`src/rtl/button_event.sv`:
```
// button_event: turns a debounced button level into press/release/short/long/repeat pulses.
// Auto-repeat (repeat_pulse, repeat_count) is built only when BTN_EVT_REPEAT_EN is defined.
module button_event #(
    parameter int LONG_CYCLES   = 1_000_000,
    parameter int REPEAT_CYCLES = 250_000,
    localparam int CNT_W = $clog2(((LONG_CYCLES > REPEAT_CYCLES) ?
                                   LONG_CYCLES : REPEAT_CYCLES) + 1)
) (
    input  logic       clk,
    input  logic       reset_n,
    input  logic       enable,
    input  logic       btn_level,
    output logic       press_pulse,
    output logic       release_pulse,
    output logic       short_pulse,
    output logic       long_pulse,
    output logic       repeat_pulse,
    output logic       held,
    output logic       long_active,
    output logic [7:0] repeat_count
);

    typedef enum logic [1:0] {
        IDLE,
        PRESSED,
        LONG
    } state_t;

    state_t           state;
    logic             prev;
    logic [CNT_W-1:0] hold_cnt;
    logic [CNT_W-1:0] hold_nxt;
    logic             press_edge;

    assign hold_nxt   = hold_cnt + CNT_W'(1);
    assign press_edge = btn_level & ~prev;

    // prev follows the button even while disabled, so a held button stays silent
    always_ff @(posedge clk or negedge reset_n) begin
        if (!reset_n) prev <= 1'b0;
        else          prev <= btn_level;
    end

`ifdef BTN_EVT_REPEAT_EN
    logic [CNT_W-1:0] rep_cnt;
    logic [CNT_W-1:0] rep_nxt;
    assign rep_nxt = rep_cnt + CNT_W'(1);
`else
    assign repeat_pulse = 1'b0;
    assign repeat_count = 8'd0;
`endif

    always_ff @(posedge clk or negedge reset_n) begin
        if (!reset_n) begin
            state         <= IDLE;
            hold_cnt      <= '0;
            press_pulse   <= 1'b0;
            release_pulse <= 1'b0;
            short_pulse   <= 1'b0;
            long_pulse    <= 1'b0;
            held          <= 1'b0;
            long_active   <= 1'b0;
`ifdef BTN_EVT_REPEAT_EN
            rep_cnt       <= '0;
            repeat_pulse  <= 1'b0;
            repeat_count  <= 8'd0;
`endif
        end else begin
            press_pulse   <= 1'b0;
            release_pulse <= 1'b0;
            short_pulse   <= 1'b0;
            long_pulse    <= 1'b0;
`ifdef BTN_EVT_REPEAT_EN
            repeat_pulse  <= 1'b0;
`endif
            if (!enable) begin
                state       <= IDLE;
                hold_cnt    <= '0;
                held        <= 1'b0;
                long_active <= 1'b0;
`ifdef BTN_EVT_REPEAT_EN
                rep_cnt      <= '0;
                repeat_count <= 8'd0;
`endif
            end else begin
                unique case (state)
                    IDLE: begin
                        if (press_edge) begin
                            state       <= PRESSED;
                            hold_cnt    <= '0;
                            press_pulse <= 1'b1;
                            held        <= 1'b1;
`ifdef BTN_EVT_REPEAT_EN
                            repeat_count <= 8'd0;
`endif
                        end
                    end
                    PRESSED: begin
                        if (!btn_level) begin
                            state         <= IDLE;
                            release_pulse <= 1'b1;
                            short_pulse   <= 1'b1;
                            held          <= 1'b0;
                        end else if (hold_nxt == CNT_W'(LONG_CYCLES)) begin
                            state       <= LONG;
                            hold_cnt    <= hold_nxt;
                            long_pulse  <= 1'b1;
                            long_active <= 1'b1;
`ifdef BTN_EVT_REPEAT_EN
                            rep_cnt <= '0;
`endif
                        end else begin
                            hold_cnt <= hold_nxt;
                        end
                    end
                    LONG: begin
                        if (!btn_level) begin
                            state         <= IDLE;
                            release_pulse <= 1'b1;
                            held          <= 1'b0;
                            long_active   <= 1'b0;
                        end
`ifdef BTN_EVT_REPEAT_EN
                        else if (rep_nxt == CNT_W'(REPEAT_CYCLES)) begin
                            rep_cnt      <= '0;
                            repeat_pulse <= 1'b1;
                            if (repeat_count != 8'hFF)
                                repeat_count <= repeat_count + 8'd1;
                        end else begin
                            rep_cnt <= rep_nxt;
                        end
`endif
                    end
                    default: state <= IDLE;
                endcase
            end
        end
    end

endmodule

```
`config.mk`:
```
export PLATFORM = sky130hd
export DESIGN_NAME = button_event
export DESIGN_NICKNAME = d
export VERILOG_FILES = /design/src/rtl/button_event.sv
export SDC_FILE = /design/constraint.sdc
export NUM_CORES = 1
export LEC_CHECK = 0
export BUFFER_PORTS_ARGS = -buffer_cell sky130_fd_sc_hd__buf_2
export CAP_MARGIN = 10
export CORE_UTILIZATION = 50
export CTS_BUF_LIST = sky130_fd_sc_hd__clkbuf_8
export DETAILED_ROUTE_END_ITERATION = 12
export GPL_TIMING_DRIVEN = 0
export MAX_ROUTING_LAYER = met4
export PLACE_DENSITY_LB_ADDON = 0.15
export RECOVER_POWER = 50
export SETUP_SLACK_MARGIN = 0.15
export SYNTH_ARGS = -nofsm -noshare
export SYNTH_HDL_FRONTEND = slang
export SYNTH_SLANG_ARGS = --single-unit
```
`constraint.sdc`:
```
create_clock -name clk -period 3.7 [get_ports clk]
set_clock_uncertainty 0.15 [all_clocks]
set_input_delay 0.555 -clock clk [delete_from_list [all_inputs] [get_ports clk]]
set_output_delay 0.555 -clock clk [all_outputs]
set_load 0.02 [all_outputs]
```
# Word level (Yosys, flattened, before mapping)
# Cells that the tools add are included.
[op_classes]
add_sub_neg = 1
n_eq_ne = 12
bitwise = 2
muxes = 30
reduce_logical = 6
[ops]
columns = ["operator", "count"]
rows = [
  ["2-to-1 mux 20 bit", 3],
  ["case mux 20 bit (2 select lines)", 1],
  ["adder 20 x 1 -> 20 bit (second input constant)", 1],
  ["equality test 20 bit (second input constant)", 1],
  ["2-to-1 mux 1 bit", 18],
  ["!= test 3 bit (second input constant)", 5],
  ["2-to-1 mux 2 bit", 5],
  ["AND reduction 3 bit", 3],
  ["!= test 3 x 1 -> 1 bit (second input constant)", 2],
  ["case mux 2 bit (3 select lines)", 1],
  ["!= test 4 bit (second input constant)", 1],
  ["case mux 1 bit (2 select lines)", 2],
  ["AND reduction 4 bit", 1],
  ["!= test 3 x 2 -> 1 bit (second input constant)", 1],
  ["equality test 2 x 1 -> 1 bit (second input constant)", 1],
  ["equality test 2 bit (second input constant)", 1],
  ["logical NOT 2 bit", 1],
  ["OR reduction 2 bit", 1],
  ["bitwise AND 1 bit", 1],
  ["inverter 1 bit", 1],
]
[totals]
elab_cells = 60
input_bits = 4
out_inout_bits = 15
register_bits = 29

# Logic depth before layout (Yosys ltp)
# Gate-level depths: netlist of the first run.
[depth]
ltp_word = 6
depth_mapped = 9
mapped_depth_nobuf = 8

# Worst setup path after synthesis of the first run
# OpenSTA, ideal clock, no wires.
[synth_path]
path_type = "reg-to-reg"
startpoint = "register hold_cnt[0]"
endpoint = "register long_active"
setup_slack_ps = 985
required_ps = 3458
path_buffers = 0
setup_time_ps = 92
t_arrival_ps = 2473
stages_incl_launch_ff = 8
synth_period_minus_slack_ps = 2715
cell_sequence = "dfrtp_1 ha_1 nand3_1 nor4_1 mux2i_1 o211ai_1 or4_4 o31ai_2"
[synth_via]
elab_chain_cells = 4
[synth_lines]
columns = ["element", "line", "text"]
rows = [
  ["from (decl)", "31", "logic [CNT_W-1:0] hold_cnt;"],
  ["from (signal assigned)", "106", "hold_cnt <= hold_nxt;"],
  ["from (signal assigned)", "113", "hold_cnt <= hold_nxt;"],
  ["adder 20 x 1 -> 20 bit", "35", "assign hold_nxt = hold_cnt + CNT_W'(1);"],
  ["equality test 20 bit", "104", "end else if (hold_nxt == CNT_W'(LONG_CYCLES)) begin"],
  ["!= test 3 bit (no line)", "n/a", ""],
  ["AND reduction 4 bit (no line)", "n/a", ""],
  ["to (signal assigned)", "62", "long_active <= 1'b0;"],
  ["to (signal assigned)", "108", "long_active <= 1'b1;"],
  ["to (signal assigned)", "121", "long_active <= 1'b0;"],
  ["to (decl)", "19", "output logic long_active,"],
]
# No other way between the ends.
# A chain may end at the register's enable or synchronous reset.

# Worst setup path in the final report of the first run
# Same ends and word-level chain as after synthesis.

==> results.txt, run 1 <==
WHS Endpoint: prev$_DFF_PN0_
Async S/R FF share, synth: 100.0%
Setup slack after layout: 0.5340 ns
Critical path required time: 3.75 ns
DR vias: 1,793
Ant. Diodes: 0
Post-Synthesis Cells: 233
Largest net degree at the start of global routing: 30
CTS Root Buffer Type: clkbuf_8
CTS Sinks: 29
Layout cells sized above 1: 15.50%
Area of the die: 0.004217 mm^2
Bufs and invs on worst path: 0
Starting Density: 52.91%
CP max stage cell: nor4_1
Worst reg-to-reg setup slack: 0.53 ns
GR Overflow Total: 0
Nets@finish: 267
Avg Synthesized Cell Area: 8.501 um^2
DRT Wirelength: 4.587 mm
Critical path, cell by cell: ha_1, nand3_1, nor4_1, mux2i_1, o211ai_1, or4_4, o31ai_2
Worst rel slew slack: -4.214%
Synth area leaders: dfrtp_1 37%, o21ai_0 8.3%, buf_4 3.8%, ha_1 3.8%, nand2_1 3.8%
Worst r2r path cells: 7
Clk Latency, worst-skew pair: 0.29 ns
Worst min path class: primary input to register
Initial antenna violation count: 0
Share of the yosys chip area belonging to registers: 36.64%
Fin Setup TNS: 0 ns
Worst VDD drop: 0.2668 mV
Run status: complete, but fails checks
Max Cap Violations: 1
First-pass GRT wire length: 7.928 mm
Via-per-instance ratio: 5.859
# setup viols final: 0
Failing checks: max-capacitance violations, max-slew violations
RSZ-0062 raised after global routing: no
Cell family with most CP delay: simple AND/OR/NAND/NOR gates
Pins Over Slew Limit: 30
Area leader, netlist: dfrtp_1
Fmax: 315.9 MHz
Total power: 818.7 uW
CTS max path bufs: 2
HP Start: btn_level
Post-DP Area: 0.002116 mm^2
Top FF cell, synth: dfrtp_1
Syn Std Cell Area: 0.001981 mm^2
Place WS: 0.5898 ns
Final hold vios: 0
Die Width: 64.94 um
GP Congestion: 0.8598
Min Tclk post-route: 3.166 ns
Total CTS buffers: 5
Worst Path Arrival: 3.22 ns
Routed len/inst: 14.99 um
DRT antenna net count: 0
Crit. End Element: register
Vias in the first global route: 1,663
Top-area cell type share of the netlist area: 36.64%
Crit Path Class: register to register
CTS Hold Bufs: 0
Largest stage delay on the critical path: 0.68 ns
Post-CTS Setup Inserts: 0
CTS tree: yes
Starting DRC count in detailed routing: 191
Count leader, synth: o21ai_0
Port bufs: 9
Worst-Margin Slew: 1.563 ns
EDFF count, synth: 0
CTS resizes: 0
Period utilisation layout: 85.57%
Cell Pwr Density: 369.7 mW/mm^2
GRT Overall Usage: 25.36%
R2r startpoint: hold_cnt[0]$_DFFE_PN0P_
Yosys cell types: 47
Core area: 0.003744 mm^2
Detailed placement HPWL: 3.152 mm
IO Pins: 19
Worst R2R End: long_active$_DFFE_PN0P_
Crit path launch type: register
Syn-to-layout area delta: 11.81%
Final instance area: 0.002215 mm^2
Synth warn: 0
LEAKAGE: 1.015 nW
Top post-synthesis cells by count: 33 x o21ai_0, 29 x dfrtp_1, 20 x nand2_1, 17 x nor2_1, 12 x nand4_1
H-tree depth: 2
# rows: 22
Remaining DRCs: 0
Synth Register Bits: 29
CP Max Fanout: 10
Drt pass-1 iters: 4
Die Ht: 64.94 um
Worst-path clk slew: 0.07 ns
Worst Hold Path Cells: 1
[through the flow]
step | cells | hold WS (ns) | utilization [%]
global placement | 298 | 0.3606 | 56.52
detailed placement | 298 | 0.3815 | 56.52
finish | 306 | 0.2698 | 59.16
global route | 306 | 0.2766 | 59.16
floorplan | 241 | 0.1094 | -
CTS | 306 | 0.1678 | 59.22
[sequential cells by signal, summed over array words and instances, names as in the netlist]
| signal | cells |
|---|---|
| prev | 1 |
| release_pulse | 1 |
| long_active | 1 |
| long_pulse | 1 |
| short_pulse | 1 |
| hold_cnt | 20 |
| held | 1 |
| press_pulse | 1 |
| state | 2 |
[layer usage]
layer	global-route usage, %	part of all wire (%)	up-vias
met1	32.09	46	858
met2	39.45	47	47
met4	8.889	1.2	0
li1	-	-	882
met5	-	0	-
met3	5.986	5.5	6
[area by class of cell]
cell class / instances / area, um^2
inverter: 5 / 18.77
clock inverter: 1 / 5.005
buffer: 25 / 138.9
fill: 351 / 1529
tap: 48 / 60.06
sequential: 29 / 725.7
multi-input combinational: 182 / 1127
timing repair buffer: 9 / 42.54
clock buffer: 7 / 96.34
[power by group]
group / internal, mW / switching [mW] / total (mW)
registers: 0.330 / 0.0129 / 0.343
clock network: 0.168 / 0.132 / 0.300
logic: 0.0582 / 0.118 / 0.176
total: 0.557 / 0.262 / 0.819
[placed cells by master (no fill, tap or decap), types with 3 or more instances in the layout]
| master | count |
|---|---|
| o31ai_1 | 5 |
| buf_2 | 13 |
| mux2i_1 | 3 |
| nand3_1 | 10 |
| clkbuf_1 | 11 |
| nor2_1 | 17 |
| nand2_1 | 20 |
| inv_1 | 5 |
| dfrtp_1 | 29 |
| a31oi_1 | 6 |
| and2_1 | 6 |
| buf_4 | 10 |
| clkbuf_8 | 7 |
| nand4_1 | 12 |
| xor2_1 | 5 |
| and4_1 | 3 |
| conb_1 | 9 |
| o21ai_0 | 33 |
| ha_1 | 6 |
| and3_1 | 3 |
| a21oi_1 | 8 |
[cell families (layout without fill, tap and decap cells)]
group	count (synthesis)	in the layout	share of synthesized area, %
xor+xnor	7	7	3.095
simple gates	90	90	25.96
compound gates	67	67	20.85
mux	3	3	1.516
buf+inv	30	47	7.960
other cells	1	9	0.1893
fa+ha+maj	6	6	3.790
flops	29	29	36.64
[worst max path at each step]
stage | from | to | slack (ns) | depth (start not counted)
detailed placement | hold_cnt[0]$_DFFE_PN0P_ | long_active$_DFFE_PN0P_ | 0.59 | 7
global route | hold_cnt[1]$_DFFE_PN0P_ | long_active$_DFFE_PN0P_ | 0.26 | 7
finish | hold_cnt[0]$_DFFE_PN0P_ | long_active$_DFFE_PN0P_ | 0.53 | 7
global placement | hold_cnt[0]$_DFFE_PN0P_ | long_active$_DFFE_PN0P_ | 0.58 | 7
floorplan | hold_cnt[0]$_DFFE_PN0P_ | long_active$_DFFE_PN0P_ | 0.99 | 7
CTS | hold_cnt[0]$_DFFE_PN0P_ | long_active$_DFFE_PN0P_ | 0.58 | 7
(Power assumes the default switching activity.)
==> inputs of run 2 (changes only) <==
Settings changed: BUFFER_PORTS_ARGS -buffer_cell sky130_fd_sc_hd__buf_2 to -buffer_cell sky130_fd_sc_hd__clkbuf_2, CORE_UTILIZATION 50 to 61, PLACE_DENSITY from default to 0.93, PLACE_DENSITY_LB_ADDON 0.15 to default.
==> run 2 against run 1 <==
The flow now finishes without violations. Final area fell by 0.45%. Critical endpoint unchanged. Largest power group unchanged. Sequential power about the same. Total power decreased by 3.3%.
==> results.txt, run 2 (synthesis results as in run 1) <==
Largest net degree at the start of global routing: 30 (unchanged)
GRT Overall Usage: 27.56% (+2.2 points)
Commonest cells after routing, fill and taps aside: 33 x o21ai_0, 29 x dfrtp_1, 20 x nand2_1
DRT Wirelength: 4.228 mm (-7.8%)
CTS tree: yes
Crit. End Element: register
Largest stage delay on the critical path: 0.73 ns (+0.05 ns)
CTS max path bufs: 2 (unchanged)
Critical path required time: 3.74 ns (about the same)
Cell Pwr Density: 359.2 mW/mm^2 (-2.8%)
CP max stage cell: nor4_1
Most common cell after layout, fill and taps aside: o21ai_0
Worst rel slew slack: 2.424% (+6.6 points)
Final instance area: 0.002205 mm^2 (-0.45%)
Ant. Diodes: 0 (unchanged)
Port bufs: 9 (unchanged)
Internal: 539.0 uW (-3.2%)
Area of the die: 0.003479 mm^2 (-18%)
LEAKAGE: 1.007 nW (-0.75%)
CTS Hold Bufs: 0 (unchanged)
Period utilisation layout: 86.64% (+1.1 points)
Comb pwr share: 22.4% (+0.9 points)
Worst-path clk slew: 0.06 ns (about the same)
GR Overflow Total: 0 (unchanged)
Worst Path Arrival: 3.25 ns (+0.03 ns)
Starting DRC count in detailed routing: 150 (-21%)
Detailed placement HPWL: 3.105 mm (-1.5%)
Min Tclk post-route: 3.206 ns (+0.03964 ns)
Post-DP Area: 0.002111 mm^2 (-0.24%)
Starting Density: 64.35% (+11 points)
# setup viols final: 0 (unchanged)
Vias in the first global route: 1,655 (-0.48%)
DRT antenna net count: 0 (unchanged)
Reg power frac: 43.6% (+1.7 points)
Worst VDD drop: 0.2296 mV (-14%)
First-pass GRT wire length: 7.038 mm (-11%)
CTS Sinks: 29 (unchanged)
CTS resizes: 0 (unchanged)
Remaining DRCs: 0 (unchanged)
Via-per-instance ratio: 6.172 (+5.3%)
IO Pins: 19 (unchanged)
Die Width: 58.98 um (-9.2%)
Fin Setup TNS: 0 ns (unchanged)
Bufs and invs on worst path: 0 (unchanged)
Fmax: 311.9 MHz (-1.2%)
Total power: 792.0 uW (-3.3%)
Initial antenna violation count: 0 (unchanged)
# rows: 20 (-9.1%)
Max Cap Violations: 0 (-1)
Util after Layout: 71.63% (+12 points)
Crit Path Class: register to register
FILL cells: 236 (-33%)
Final hold vios: 0 (unchanged)
Registers with the most flip-flops: hold_cnt (20), state (2)
Clock share of power: 34.1% (-2.5 points)
Critical path, cell by cell: ha_1, nand3_1, nor4_1, mux2i_1, o211ai_1, or4_4, o31ai_2
Clk Latency, worst-skew pair: 0.28 ns (about the same)
H-tree depth: 2 (unchanged)
Pins Over Slew Limit: 0 (-100%)
GP Congestion: 0.9180 (+6.8%)
Largest Register: hold_cnt
Max reg flops: 20 (unchanged)
Sw power: 253.0 uW (-3.5%)
DR vias: 1,864 (+4.0%)
Post-CTS Setup Inserts: 0 (unchanged)
Drt pass-1 iters: 4 (unchanged)
Worst-Margin Slew: 1.464 ns (-0.09957 ns)
CP Max Fanout: 10 (unchanged)
Crit path launch type: register
CTS Root Buffer Type: clkbuf_8
Worst min path class: primary input to register
Run status: completed
Core area: 0.003078 mm^2 (-18%)
Cell family with most CP delay: simple AND/OR/NAND/NOR gates
Nets@finish: 267 (unchanged)
Routed len/inst: 14.00 um (-6.6%)
Die Ht: 58.98 um (-9.2%)
RSZ-0062 raised after global routing: no
Syn-to-layout area delta: 11.31%
Layout cells sized above 1: 15.50% (unchanged)
Switching Share: 31.94% (-0.081 points)
Total CTS buffers: 5 (unchanged)
-- run 2: cell count changes in the layout (fill, tap and decap cells not counted) --
| cell | before | now |
|---|---|---|
| clkbuf_2 | 0 | 7 |
| buf_2 | 13 | 6 |
| clkinv_4 | 0 | 1 |
| clkbuf_8 | 7 | 6 |
-- run 2: cell type report --
| class | instances | area (um^2) | share of cell area [%] |
|---|---|---|---|
| Clock buffer | 6 | 82.58 | 3.746 |
| Multi-Input combinational cell | 182 | 1127 | 51.14 |
| Inverter | 5 | 18.77 | 0.8513 |
| Clock inverter | 2 | 13.76 | 0.6243 |
| Sequential cell | 29 | 725.7 | 32.92 |
| Tap cell | 44 | 55.05 | 2.497 |
| Timing Repair Buffer | 9 | 42.54 | 1.930 |
| Buffer | 25 | 138.9 | 6.300 |
-- run 2: power groups by stage --
| stage | Sequential [mW] | Combinational (mW) | Clock (mW) |
|---|---|---|---|
| detailed placement | 0.351 | 0.173 | 0 |
| finish | 0.345 | 0.177 | 0.270 |
| global route | 0.346 | 0.200 | 0.291 |
| floorplan | 0.355 | 0.119 | 0 |
| global placement | 0.349 | 0.168 | 0 |
| CTS | 0.345 | 0.174 | 0.275 |
-- run 2: final timing paths --
path | start | end | slack, ns | cells past startpoint
min in group asynchronous | reset_n | prev$_DFF_PN0_ | 0.46 | 1
hold reg to reg | hold_cnt[17]$_DFFE_PN0P_ | hold_cnt[17]$_DFFE_PN0P_ | 0.39 | 1
setup reg to reg | hold_cnt[0]$_DFFE_PN0P_ | long_active$_DFFE_PN0P_ | 0.49 | 7
max in group asynchronous | reset_n | hold_cnt[19]$_DFFE_PN0P_ | 2.08 | 1
setup / recovery | hold_cnt[0]$_DFFE_PN0P_ | long_active$_DFFE_PN0P_ | 0.49 | 7
hold / removal | btn_level | prev$_DFF_PN0_ | 0.29 | 1
-- run 2: per-layer routing --
metal	wire (um)	part of all wire (%)	global-route usage, %	vias to the layer above
met2	1950	46	42.53	82
met1	1902	45	33.84	885
li1	-	-	-	887
met5	0	0	-	-
met4	81	1.9	13.27	0
met3	293	6.9	6.769	10
-- run 2: through the flow --
stage                     instances  hold WS [ns]  setup WS [ns]
after floorplan                 241        0.1094         0.9854
after global placement          294        0.3698         0.5986
after detailed placement        294        0.3785         0.5718
after CTS                       302        0.1806         0.5379
after global routing            302        0.2785         0.3001
final                           302        0.2878         0.4943
